`config.mk`:
```
export PLATFORM = sky130hd
export DESIGN_NAME = qspinor_rd_seq
export DESIGN_NICKNAME = d
export VERILOG_FILES = /design/src/rtl/qspinor_rd_seq.sv
export SDC_FILE = /design/constraint.sdc
export NUM_CORES = 1
export LEC_CHECK = 0
export ABC_AREA = 0
export CAP_MARGIN = 20
export CORE_ASPECT_RATIO = 1.75
export CORE_MARGIN = 2
export CORE_UTILIZATION = 54
export CTS_BUF_LIST = sky130_fd_sc_hd__clkbuf_16
export DETAILED_ROUTE_END_ITERATION = 8
export PLACE_DENSITY = 0.85
export SYNTH_ARGS = -nofsm -noshare
export SYNTH_HDL_FRONTEND = slang
export SYNTH_SLANG_ARGS = --single-unit
```
`constraint.sdc`:
```
create_clock -name clk -period 7.5 [get_ports clk]
set_clock_uncertainty 0.05 [all_clocks]
set_input_delay 1.5 -clock clk [delete_from_list [all_inputs] [get_ports clk]]
set_output_delay 1.5 -clock clk [all_outputs]
set_load 0.01 [all_outputs]
```
`src/rtl/qspinor_rd_seq.sv`:
```
`timescale 1ns/1ps
// qspinor_rd_seq
// ---------------------------------------------------------------------------
// Read-transaction sequencer for the QSPI NOR path. It takes 1..4 byte read
// requests at a 24-bit address and drives the byte-level QSPI I/O engine one
// byte at a time through the phases command, address, mode, dummy and data.
// It owns flash chip-select and returns the assembled data word.
//
// Optional feature: define QSPINOR_CONT_READ_EN to keep chip-select low after
// a response (HOLD state). A following request that starts exactly where the
// previous one ended then skips straight to the data phase.
//
// Ports
//   clk, rst        single clock, asynchronous active-high reset
//   req_valid/ready request handshake
//   req_addr [23:0] byte address
//   req_len  [1:0]  byte count minus 1
//   rsp_valid       one-cycle pulse with rsp_data (no backpressure)
//   rsp_data [31:0] byte k at [8k+7:8k], unrequested bytes are 0
//   io_trig         one-cycle byte start to the engine
//   io_done         one-cycle byte complete from the engine
//   io_dout  [7:0]  byte to flash
//   io_din   [7:0]  byte from flash
//   io_dir          1 = out to flash, 0 = in
//   io_wid   [1:0]  0 = 1-bit, 2 = 4-bit
//   spi_csn         flash chip select, active low
//
// Handshake: a request transfers on a clock edge where req_valid and
// req_ready are both high; req_ready depends only on the current state, never
// on req_valid. rsp_valid is a single-cycle pulse that cannot be stalled.
// ---------------------------------------------------------------------------
module qspinor_rd_seq #(
  parameter logic [7:0] READ_CMD       = 8'hEB,
  parameter logic [7:0] MODE_BYTE      = 8'h00,
  parameter int         DUMMY_BYTES    = 2,
  parameter int         CS_IDLE_CYCLES = 2
) (
  input  logic        clk,
  input  logic        rst,
  input  logic        req_valid,
  output logic        req_ready,
  input  logic [23:0] req_addr,
  input  logic [1:0]  req_len,
  output logic        rsp_valid,
  output logic [31:0] rsp_data,
  output logic        io_trig,
  input  logic        io_done,
  output logic [7:0]  io_dout,
  input  logic [7:0]  io_din,
  output logic        io_dir,
  output logic [1:0]  io_wid,
  output logic        spi_csn
);

  localparam logic [2:0] DUMMY_LAST = 3'(DUMMY_BYTES - 1);
  localparam logic [3:0] GAP_LAST   = 4'(CS_IDLE_CYCLES - 1);

  typedef enum logic [3:0] {
    IDLE,
    CS_SETUP,
    CMD,
    ADDR,
    MODE,
    DUMMY,
    DATA,
    RESP,
    CS_GAP
`ifdef QSPINOR_CONT_READ_EN
    , HOLD
`endif
  } state_t;

  state_t      state;
  state_t      state_nxt;

  logic [23:0] addr;
  logic [1:0]  len;
  logic [2:0]  cnt;      // address byte index, dummy slot index or data byte index
  logic [3:0]  gap_cnt;

  // Decoded controls from the next-state logic.
  logic        load;     // load new byte fields and trigger the engine next cycle
  logic [7:0]  ld_dout;
  logic [1:0]  ld_wid;
  logic        ld_dir;
  logic        cnt_clr;
  logic        cnt_inc;
  logic        accept;
  logic        cap_data;
  logic        rsp_set;
  logic        csn_nxt;

`ifdef QSPINOR_CONT_READ_EN
  logic [23:0] next_addr;
  logic        pend;     // a non-contiguous request is latched and waits out CS_GAP
  logic        pend_set;
  logic        pend_clr;
`endif

`ifdef QSPINOR_CONT_READ_EN
  assign req_ready = (state == IDLE) || (state == HOLD);
`else
  assign req_ready = (state == IDLE);
`endif

  // State register.
  always_ff @(posedge clk or posedge rst) begin
    if (rst) begin
      state <= IDLE;
    end else begin
      state <= state_nxt;
    end
  end

  // Next-state and control decode.
  always_comb begin
    state_nxt = state;
    load      = 1'b0;
    ld_dout   = 8'h00;
    ld_wid    = 2'd2;
    ld_dir    = 1'b0;
    cnt_clr   = 1'b0;
    cnt_inc   = 1'b0;
    accept    = 1'b0;
    cap_data  = 1'b0;
    rsp_set   = 1'b0;
`ifdef QSPINOR_CONT_READ_EN
    pend_set  = 1'b0;
    pend_clr  = 1'b0;
`endif
    case (state)
      IDLE: begin
        if (req_valid) begin
          accept    = 1'b1;
          state_nxt = CS_SETUP;
        end
      end
      CS_SETUP: begin
        load      = 1'b1;
        ld_dout   = READ_CMD;
        ld_wid    = 2'd0;
        ld_dir    = 1'b1;
        state_nxt = CMD;
      end
      CMD: begin
        if (io_done) begin
          load      = 1'b1;
          ld_dout   = addr[23:16];
          ld_dir    = 1'b1;
          cnt_clr   = 1'b1;
          state_nxt = ADDR;
        end
      end
      ADDR: begin
        // cnt is the index of the address byte currently in flight.
        if (io_done) begin
          load   = 1'b1;
          ld_dir = 1'b1;
          if (cnt == 3'd2) begin
            ld_dout   = MODE_BYTE;
            state_nxt = MODE;
          end else begin
            ld_dout = (cnt == 3'd0) ? addr[15:8] : addr[7:0];
            cnt_inc = 1'b1;
          end
        end
      end
      MODE: begin
        if (io_done) begin
          load      = 1'b1;
          cnt_clr   = 1'b1;
          state_nxt = DUMMY;
        end
      end
      DUMMY: begin
        // Dummy slots and data bytes share the same input-direction fields.
        if (io_done) begin
          load = 1'b1;
          if (cnt == DUMMY_LAST) begin
            cnt_clr   = 1'b1;
            state_nxt = DATA;
          end else begin
            cnt_inc = 1'b1;
          end
        end
      end
      DATA: begin
        if (io_done) begin
          cap_data = 1'b1;
          if (cnt == {1'b0, len}) begin
            rsp_set   = 1'b1;
            state_nxt = RESP;
          end else begin
            load    = 1'b1;
            cnt_inc = 1'b1;
          end
        end
      end
      RESP: begin
`ifdef QSPINOR_CONT_READ_EN
        state_nxt = HOLD;
`else
        state_nxt = CS_GAP;
`endif
      end
      CS_GAP: begin
        if (gap_cnt == GAP_LAST) begin
`ifdef QSPINOR_CONT_READ_EN
          if (pend) begin
            pend_clr  = 1'b1;
            state_nxt = CS_SETUP;
          end else begin
            state_nxt = IDLE;
          end
`else
          state_nxt = IDLE;
`endif
        end
      end
`ifdef QSPINOR_CONT_READ_EN
      HOLD: begin
        if (req_valid) begin
          accept = 1'b1;
          if (req_addr == next_addr) begin
            // Flash is still streaming from next_addr: continue with data.
            load      = 1'b1;
            cnt_clr   = 1'b1;
            state_nxt = DATA;
          end else begin
            pend_set  = 1'b1;
            state_nxt = CS_GAP;
          end
        end
      end
`endif
      default: begin
        state_nxt = IDLE;
      end
    endcase
  end

  // Chip select is released only while idling or serving the inter-transaction gap.
  assign csn_nxt = (state_nxt == IDLE) || (state_nxt == CS_GAP);

  // Datapath and registered outputs.
  always_ff @(posedge clk or posedge rst) begin
    if (rst) begin
      addr      <= 24'd0;
      len       <= 2'd0;
      cnt       <= 3'd0;
      gap_cnt   <= 4'd0;
      rsp_valid <= 1'b0;
      rsp_data  <= 32'd0;
      io_trig   <= 1'b0;
      io_dout   <= 8'h00;
      io_dir    <= 1'b0;
      io_wid    <= 2'd0;
      spi_csn   <= 1'b1;
    end else begin
      io_trig <= load;
      if (load) begin
        io_dout <= ld_dout;
        io_wid  <= ld_wid;
        io_dir  <= ld_dir;
      end
      if (accept) begin
        addr     <= req_addr;
        len      <= req_len;
        rsp_data <= 32'd0;
      end
      if (cnt_clr) begin
        cnt <= 3'd0;
      end else if (cnt_inc) begin
        cnt <= cnt + 3'd1;
      end
      if (cap_data) begin
        rsp_data[{cnt[1:0], 3'b000} +: 8] <= io_din;
      end
      rsp_valid <= rsp_set;
      if (state == CS_GAP) begin
        gap_cnt <= gap_cnt + 4'd1;
      end else begin
        gap_cnt <= 4'd0;
      end
      spi_csn <= csn_nxt;
    end
  end

`ifdef QSPINOR_CONT_READ_EN
  always_ff @(posedge clk or posedge rst) begin
    if (rst) begin
      next_addr <= 24'd0;
      pend      <= 1'b0;
    end else begin
      // Wraps modulo 2^24 like the flash's internal address counter.
      if (rsp_set) begin
        next_addr <= addr + 24'(len) + 24'd1;
      end
      if (pend_set) begin
        pend <= 1'b1;
      end else if (pend_clr) begin
        pend <= 1'b0;
      end
    end
  end
`endif

endmodule

```
==> impl_metrics.tcl, run 1 <==
set metrics [dict create \
    power_frac_clock_pct 19.9 \
    die_area_um2 7570 \
    hold_class "reg2reg" \
    arrival_ns 1.90 \
    drt_iter0_drc 161 \
    outcome "finished, final reports clean" \
    cp_cell_sequence "nor4_2 -> clkdlybuf4s50_1" \
    r2r_cells 6 \
    synth_seq_cells 82 \
    fin_util_pct 71.6 \
    maxSlewViolCount 0 \
    ys_top_cells_by_area "dfrtp_1 (55%), mux2_2 (9.7%), a22o_1 (8.7%), ha_1 (2.7%), nor2_1 (1.7%)" \
    via_per_inst 5.79 \
    hpwl_mm 5.98 \
    period_share_pct 46.0 \
    finalCriticalPeriod_ns 3.45 \
    drt_wl_total_mm 8.49 \
    cts_htree_levels 3 \
    insertedDiodeCount 0 \
    rsz0062_at_grt "false" \
    grt_overflow 0 \
    r2r_setup_slack_ns 4.74 \
    async_flop_share_pct 100 \
    drc 0 \
    synthesis.area_um2 3700 \
    core.rowCount 40 \
    synth-edff-count 0 \
    ioPinCount 85 \
    synthXorXnorAreaFrac_pct 1.18 \
    routed.top_layer "met4" \
    syn_inst 286 \
    synth_top_family_by_area "compound AO/OA/AOI/OAI gates" \
    finish.net_count 413 \
    avgSynthCellArea_um2 13.0 \
    crit_path_start "state[0]$_DFF_PP0_" \
    critPathTopFamily "flip-flops" \
    clock_latency_ns 0.33 \
    cts_sinks 82 \
    r2r-end "io_dout[4]$_DFFE_PP0P_" \
    grt_use_total_pct 24.3 \
    initial_core_util_pct 54.8 \
    drive_gt1_share_pct 16.1 \
    synth-compound-area-share_pct 15.2 \
    portBuffers 83 \
    cts_setup_buffers 0 \
    synth_adder_area_share_pct 2.70 \
    clk_path_buf_depth 2 \
    route.met2.wl_mm 4.62 \
    maxSlewHeadroom_pct 33.9 \
    slowest_stage "dfrtp_1" \
    dr_total_vias 2640 \
    worstPathRequired_ns 5.95 \
    cts_resized 0 \
    timing.final.hold_violations 0 \
    cp-end-kind "output port" \
    internal_power_mw 1.24 \
    mostFrequentLayoutCells "clkdlybuf4s50_1 (83), dfrtp_1 (81), a22o_1 (37), mux2_2 (32), nor2_1 (17)" \
    wl_per_cell_um 18.6 \
    cp_num_buf_inv 1 \
    critPathKind "reg2out" \
    cp_max_fo 16 \
    endpoint "req_ready" \
    seqPwrFrac_pct 39.2 \
    numCtsBuffers 9 \
    yosysUniqueCellTypes 54 \
    ys.flop_type "dfrtp_1" \
    worst_slew_pin_slew_ns 0.991 \
    yosysSeqAreaShare_pct 55.4 \
    worst_r2r_startpoint "cnt[0]$_DFFE_PP0P_" \
    critPathMaxStageDelay_ns 0.59 \
    fin_setup_tns_ns 0 \
    core_area_um2 6760 \
    antenna_found_initial 0 \
    die_width_um 66.6 \
    clk_pin_slew_ns 0.05 \
    yosys.area.top_type "dfrtp_1" \
    clock.fmax_ghz 0.290 \
    root_buffer "clkbuf_16" \
    grt_pass1_vias 2771 \
    p_sw_share_pct 34.7 \
    cts_tree "built" \
    globalplace.congestion 0.858 \
    peakVddDrop_uv 240 \
    first_pass_iters 4 \
    cp.depth 2 \
    pwr-share-comb_pct 40.8 \
    synthMuxAreaShare_pct 11.4 \
    yosys.area_share.simple_pct 11.1 \
    wl_met1_mm 3.26 \
    drtAntennaViolNets 0 \
    grt_first_pass_wirelength_mm 13.6 \
    hold_buffers 0 \
    maxCapViolCount 0 \
    yosys_warnings 0 \
    powerDensity_nw_per_um2 394 \
    dr_wl_met3_um 441 \
    grt_max_degree 83 \
    syn_nets 332 \
    switching_power_mw 0.662 \
    area_growth_pct 30.5 \
    die_y_um 114 \
    yosys.area.top_type_share_pct 54.7 \
    setup_viol 0 \
    layout_commonest_cell "clkdlybuf4s50_1" \
    startpoint_type "flop" \
    p_leak_nw 2.12 \
]
-- state kept, by name, indices dropped and copies added, names as in the netlist --
register,flops
io_dout,8
cnt,3
addr,24
state,4
gap_cnt,4
io_wid,1
io_trig,1
rsp_data,32
len,2
spi_csn,1
rsp_valid,1
io_dir,1
-- area by class of cell --
type | count | area, µm²
multi-input cells | 181 | 1550
clock buffers | 9 | 225
flip-flops and latches | 82 | 2050
fillers | 491 | 1920
repair buffers | 85 | 846
inverters | 8 | 30.0
clock inverters | 7 | 30.0
well taps | 84 | 105
-- power by group through the flow --
stage          registers (mW)  logic [mW]  clock network (mW)
6_report                0.747       0.777               0.380
5_1_grt                 0.767       0.844               0.402
4_1_cts                 0.747       0.785               0.385
3_5_place_dp            0.749       0.782                   0
3_3_place_gp            0.743       0.758                   0
2_1_floorplan           0.733       0.478                   0
-- worst min-delay path by stage --
stage                               from  slack (ns)  depth (start not counted)                   end
floorplan           gap_cnt[0]$_DFF_PP0_        0.41                          1  gap_cnt[0]$_DFF_PP0_
global placement    gap_cnt[0]$_DFF_PP0_        0.43                          1  gap_cnt[0]$_DFF_PP0_
detailed placement  gap_cnt[0]$_DFF_PP0_        0.43                          1  gap_cnt[0]$_DFF_PP0_
CTS                 gap_cnt[0]$_DFF_PP0_        0.44                          1  gap_cnt[0]$_DFF_PP0_
global route        gap_cnt[0]$_DFF_PP0_        0.46                          1  gap_cnt[0]$_DFF_PP0_
finish              gap_cnt[0]$_DFF_PP0_        0.44                          1  gap_cnt[0]$_DFF_PP0_
-- cells in the mapped netlist (4+ instances only) --
| cell type | n |
|---|---|
| dfrtp_1 | 81 |
| a22o_1 | 37 |
| mux2_2 | 32 |
| nor2_1 | 17 |
| ha_1 | 8 |
| inv_1 | 8 |
| a22oi_1 | 7 |
| o22ai_1 | 7 |
| buf_2 | 5 |
| nand2_1 | 5 |
| clkbuf_1 | 4 |
| mux2i_1 | 4 |
| nor2b_1 | 4 |
| nor3_1 | 4 |
| o21ai_0 | 4 |
-- routing by layer --
layer,vias to the layer above,GRT usage (%)
li1,1224,-
met1,1309,27.9
met2,95,43.1
met3,12,5.92
met4,0,8.44
met5,-,0
-- per-stage QoR --
step | total power, mW | hold slack (ns) | worst slack [ns] | cells | cell area (µm²)
after floorplan | 1.21 | 0.411 | 3.84 | 286 | 3700
after global placement | 1.50 | 0.430 | 3.83 | 440 | 4580
after detailed placement | 1.53 | 0.434 | 3.78 | 440 | 4580
after CTS | 1.92 | 0.442 | 4.05 | 456 | 4840
after global routing | 2.01 | 0.462 | 3.97 | 456 | 4840
final | 1.90 | 0.439 | 4.05 | 456 | 4840
-- kinds of logic after synthesis --
| logic type | after synthesis |
|---|---|
| mux | 38 |
| buf+inv | 23 |
| fa+ha+maj | 8 |
| compound gates | 71 |
| other cells | 1 |
| flops | 82 |
| xor+xnor | 5 |
| simple gates | 58 |
Note: power is estimated with default switching activity, not from simulation.
==> run 2, diff against run 1 <==
--- a/config.mk
+++ b/config.mk
@@ -9,10 +9,10 @@
 export CAP_MARGIN = 20
 export CORE_ASPECT_RATIO = 1.75
 export CORE_MARGIN = 2
-export CORE_UTILIZATION = 54
+export CORE_UTILIZATION = 50
 export CTS_BUF_LIST = sky130_fd_sc_hd__clkbuf_16
 export DETAILED_ROUTE_END_ITERATION = 8
-export PLACE_DENSITY = 0.85
+export PLACE_DENSITY = 0.8
 export SYNTH_ARGS = -nofsm -noshare
 export SYNTH_HDL_FRONTEND = slang
 export SYNTH_SLANG_ARGS = --single-unit
==> constraint.sdc (replaced) <==
create_clock -name clk -period 3.5 [get_ports clk]
set_clock_uncertainty 0.05 [all_clocks]
set_input_delay 0.7 -clock clk [delete_from_list [all_inputs] [get_ports clk]]
set_output_delay 0.7 -clock clk [all_outputs]
set_load 0.01 [all_outputs]
==> impl_metrics.tcl, run 2 (synthesized netlist as in run 1, its figures left out) <==
set metrics [dict create \
    via_per_inst 5.86 \
    cp_max_fo 16 \
    drc 0 \
    dr_total_vias 2688 \
    critPathTopFamily "flip-flops" \
    maxSlewViolCount 0 \
    cts_htree_levels 3 \
    clk_pin_slew_ns 0.06 \
    die_y_um 118 \
    core.rowCount 41 \
    nFillCells 578 \
    area_growth_pct 32.4 \
    cp-end-kind "output port" \
    hold_class "reg2reg" \
    critPathKind "reg2out" \
    critPathMaxStageDelay_ns 0.59 \
    die_area_um2 8140 \
    insertedDiodeCount 0 \
    wl_per_cell_um 17.7 \
    period_share_pct 75.0 \
    post-place-cells 443 \
    cts_sinks 82 \
    timing.final.hold_violations 0 \
    largest_register_ffs 32 \
    setup_viol 0 \
    first_pass_iters 4 \
    globalplace.congestion 0.836 \
    maxCapViolCount 0 \
    slowest_stage "dfrtp_1" \
    startpoint_type "flop" \
    ioPinCount 85 \
    mostFrequentLayoutCells "clkdlybuf4s50_1 (83), dfrtp_1 (81), a22o_1 (37), mux2_2 (32), nor2_1 (17)" \
    reg_top3 "rsp_data: 32 flops, addr: 24 flops, io_dout: 8 flops" \
    arrival_ns 1.87 \
    powerDensity_nw_per_um2 843 \
    grt_overflow 0 \
    initial_core_util_pct 51.6 \
    drt_wl_total_mm 8.11 \
    core_area_um2 7180 \
    grt_pass1_vias 2740 \
    hpwl_mm 6.13 \
    finish.net_count 414 \
    hold_buffers 0 \
    clock_latency_ns 0.34 \
    fin_setup_tns_ns 0 \
    drtAntennaViolNets 0 \
    cts_setup_buffers 0 \
    post_layout_nonfiller_instances 459 \
    finalCriticalPeriod_ns 2.62 \
    drive_gt1_share_pct 17.2 \
    layout_commonest_cell "clkdlybuf4s50_1" \
    whs_ns 0.450 \
    place_ws_ns 0.595 \
    antenna_found_initial 0 \
    multi_input_area_um2 1550 \
    grt_use_total_pct 21.1 \
    p_leak_nw 2.14 \
    die_width_um 69.1 \
    cp_num_buf_inv 1 \
    peakVddDrop_uv 583 \
    top_register "rsp_data" \
    numCtsBuffers 9 \
    worst_slew_pin_slew_ns 0.861 \
    cp_cell_sequence "nor4_2 -> clkdlybuf4s50_1" \
    outcome "finished, final reports clean" \
    cts_tree "built" \
    grt_first_pass_wirelength_mm 13.5 \
    fin_util_pct 68.3 \
    worstPathRequired_ns 2.75 \
    clk_path_buf_depth 2 \
    clock.fmax_ghz 0.381 \
    cts_resized 0 \
    maxSlewHeadroom_pct 42.6 \
    rsz0062_at_grt "false" \
    drt_iter0_drc 147 \
    grt_max_degree 46 \
    worst_slack_ns 0.876 \
    seqCellArea_um2 2050 \
    root_buffer "clkbuf_16" \
    portBuffers 83 \
]
-- run 2: changes by cell type in the layout (fill, tap and decap cells not counted), sizes merged --
cell	before	now
inv	10	8
bufinv	0	1
buf	2	3
clkinvlp	0	1
-- run 2: power by group --
part	switching, mW	leakage [nW]	internal, mW
clock	0.352	0.146	0.543
combinational	0.732	0.930	0.908
sequential	0.294	1.06	1.30
total	1.38	2.14	2.75
-- run 2: worst paths after layout --
| path | startpoint | slack (ns) | cells after the start | endpoint |
|---|---|---|---|---|
| hold / removal | rsp_data[5]$_DFF_PP0_ | 0.45 | 1 | rsp_data[5]$_DFF_PP0_ |
| setup reg to reg | state[0]$_DFF_PP0_ | 0.96 | 4 | rsp_data[7]$_DFF_PP0_ |
| max in group asynchronous | rst | 2.07 | 3 | state[3]$_DFF_PP0_ |
| hold reg to reg | rsp_data[5]$_DFF_PP0_ | 0.45 | 1 | rsp_data[5]$_DFF_PP0_ |
| setup / recovery | state[0]$_DFF_PP0_ | 0.88 | 2 | req_ready |
| min in group asynchronous | rst | 0.70 | 2 | rsp_data[0]$_DFF_PP0_ |
-- run 2: routing by layer --
layer | part of all wire, % | routed length, µm | vias up | GRT usage (%)
li1 | - | - | 1228 | -
met1 | 36 | 2890 | 1337 | 22.6
met2 | 56 | 4550 | 106 | 38.4
met3 | 5.5 | 448 | 17 | 4.54
met4 | 2.8 | 226 | 0 | 10.4
met5 | 0 | 0 | - | 0
-- run 2: per-stage QoR --
step / instance area [µm²] / total power [mW]
floorplan: 3700 / 2.59
global placement: 4620 / 3.20
detailed placement: 4620 / 3.26
CTS: 4900 / 4.17
global route: 4900 / 4.39
finish: 4900 / 4.13
-- run 2: area by class of cell --
cell class | count | area share [%]
clock buffers | 9 | 4.59
clock inverters | 7 | 1.25
inverters | 8 | 0.638
multi-input cells | 181 | 31.5
flip-flops and latches | 82 | 41.9
well taps | 86 | 2.19
repair buffers | 86 | 17.9
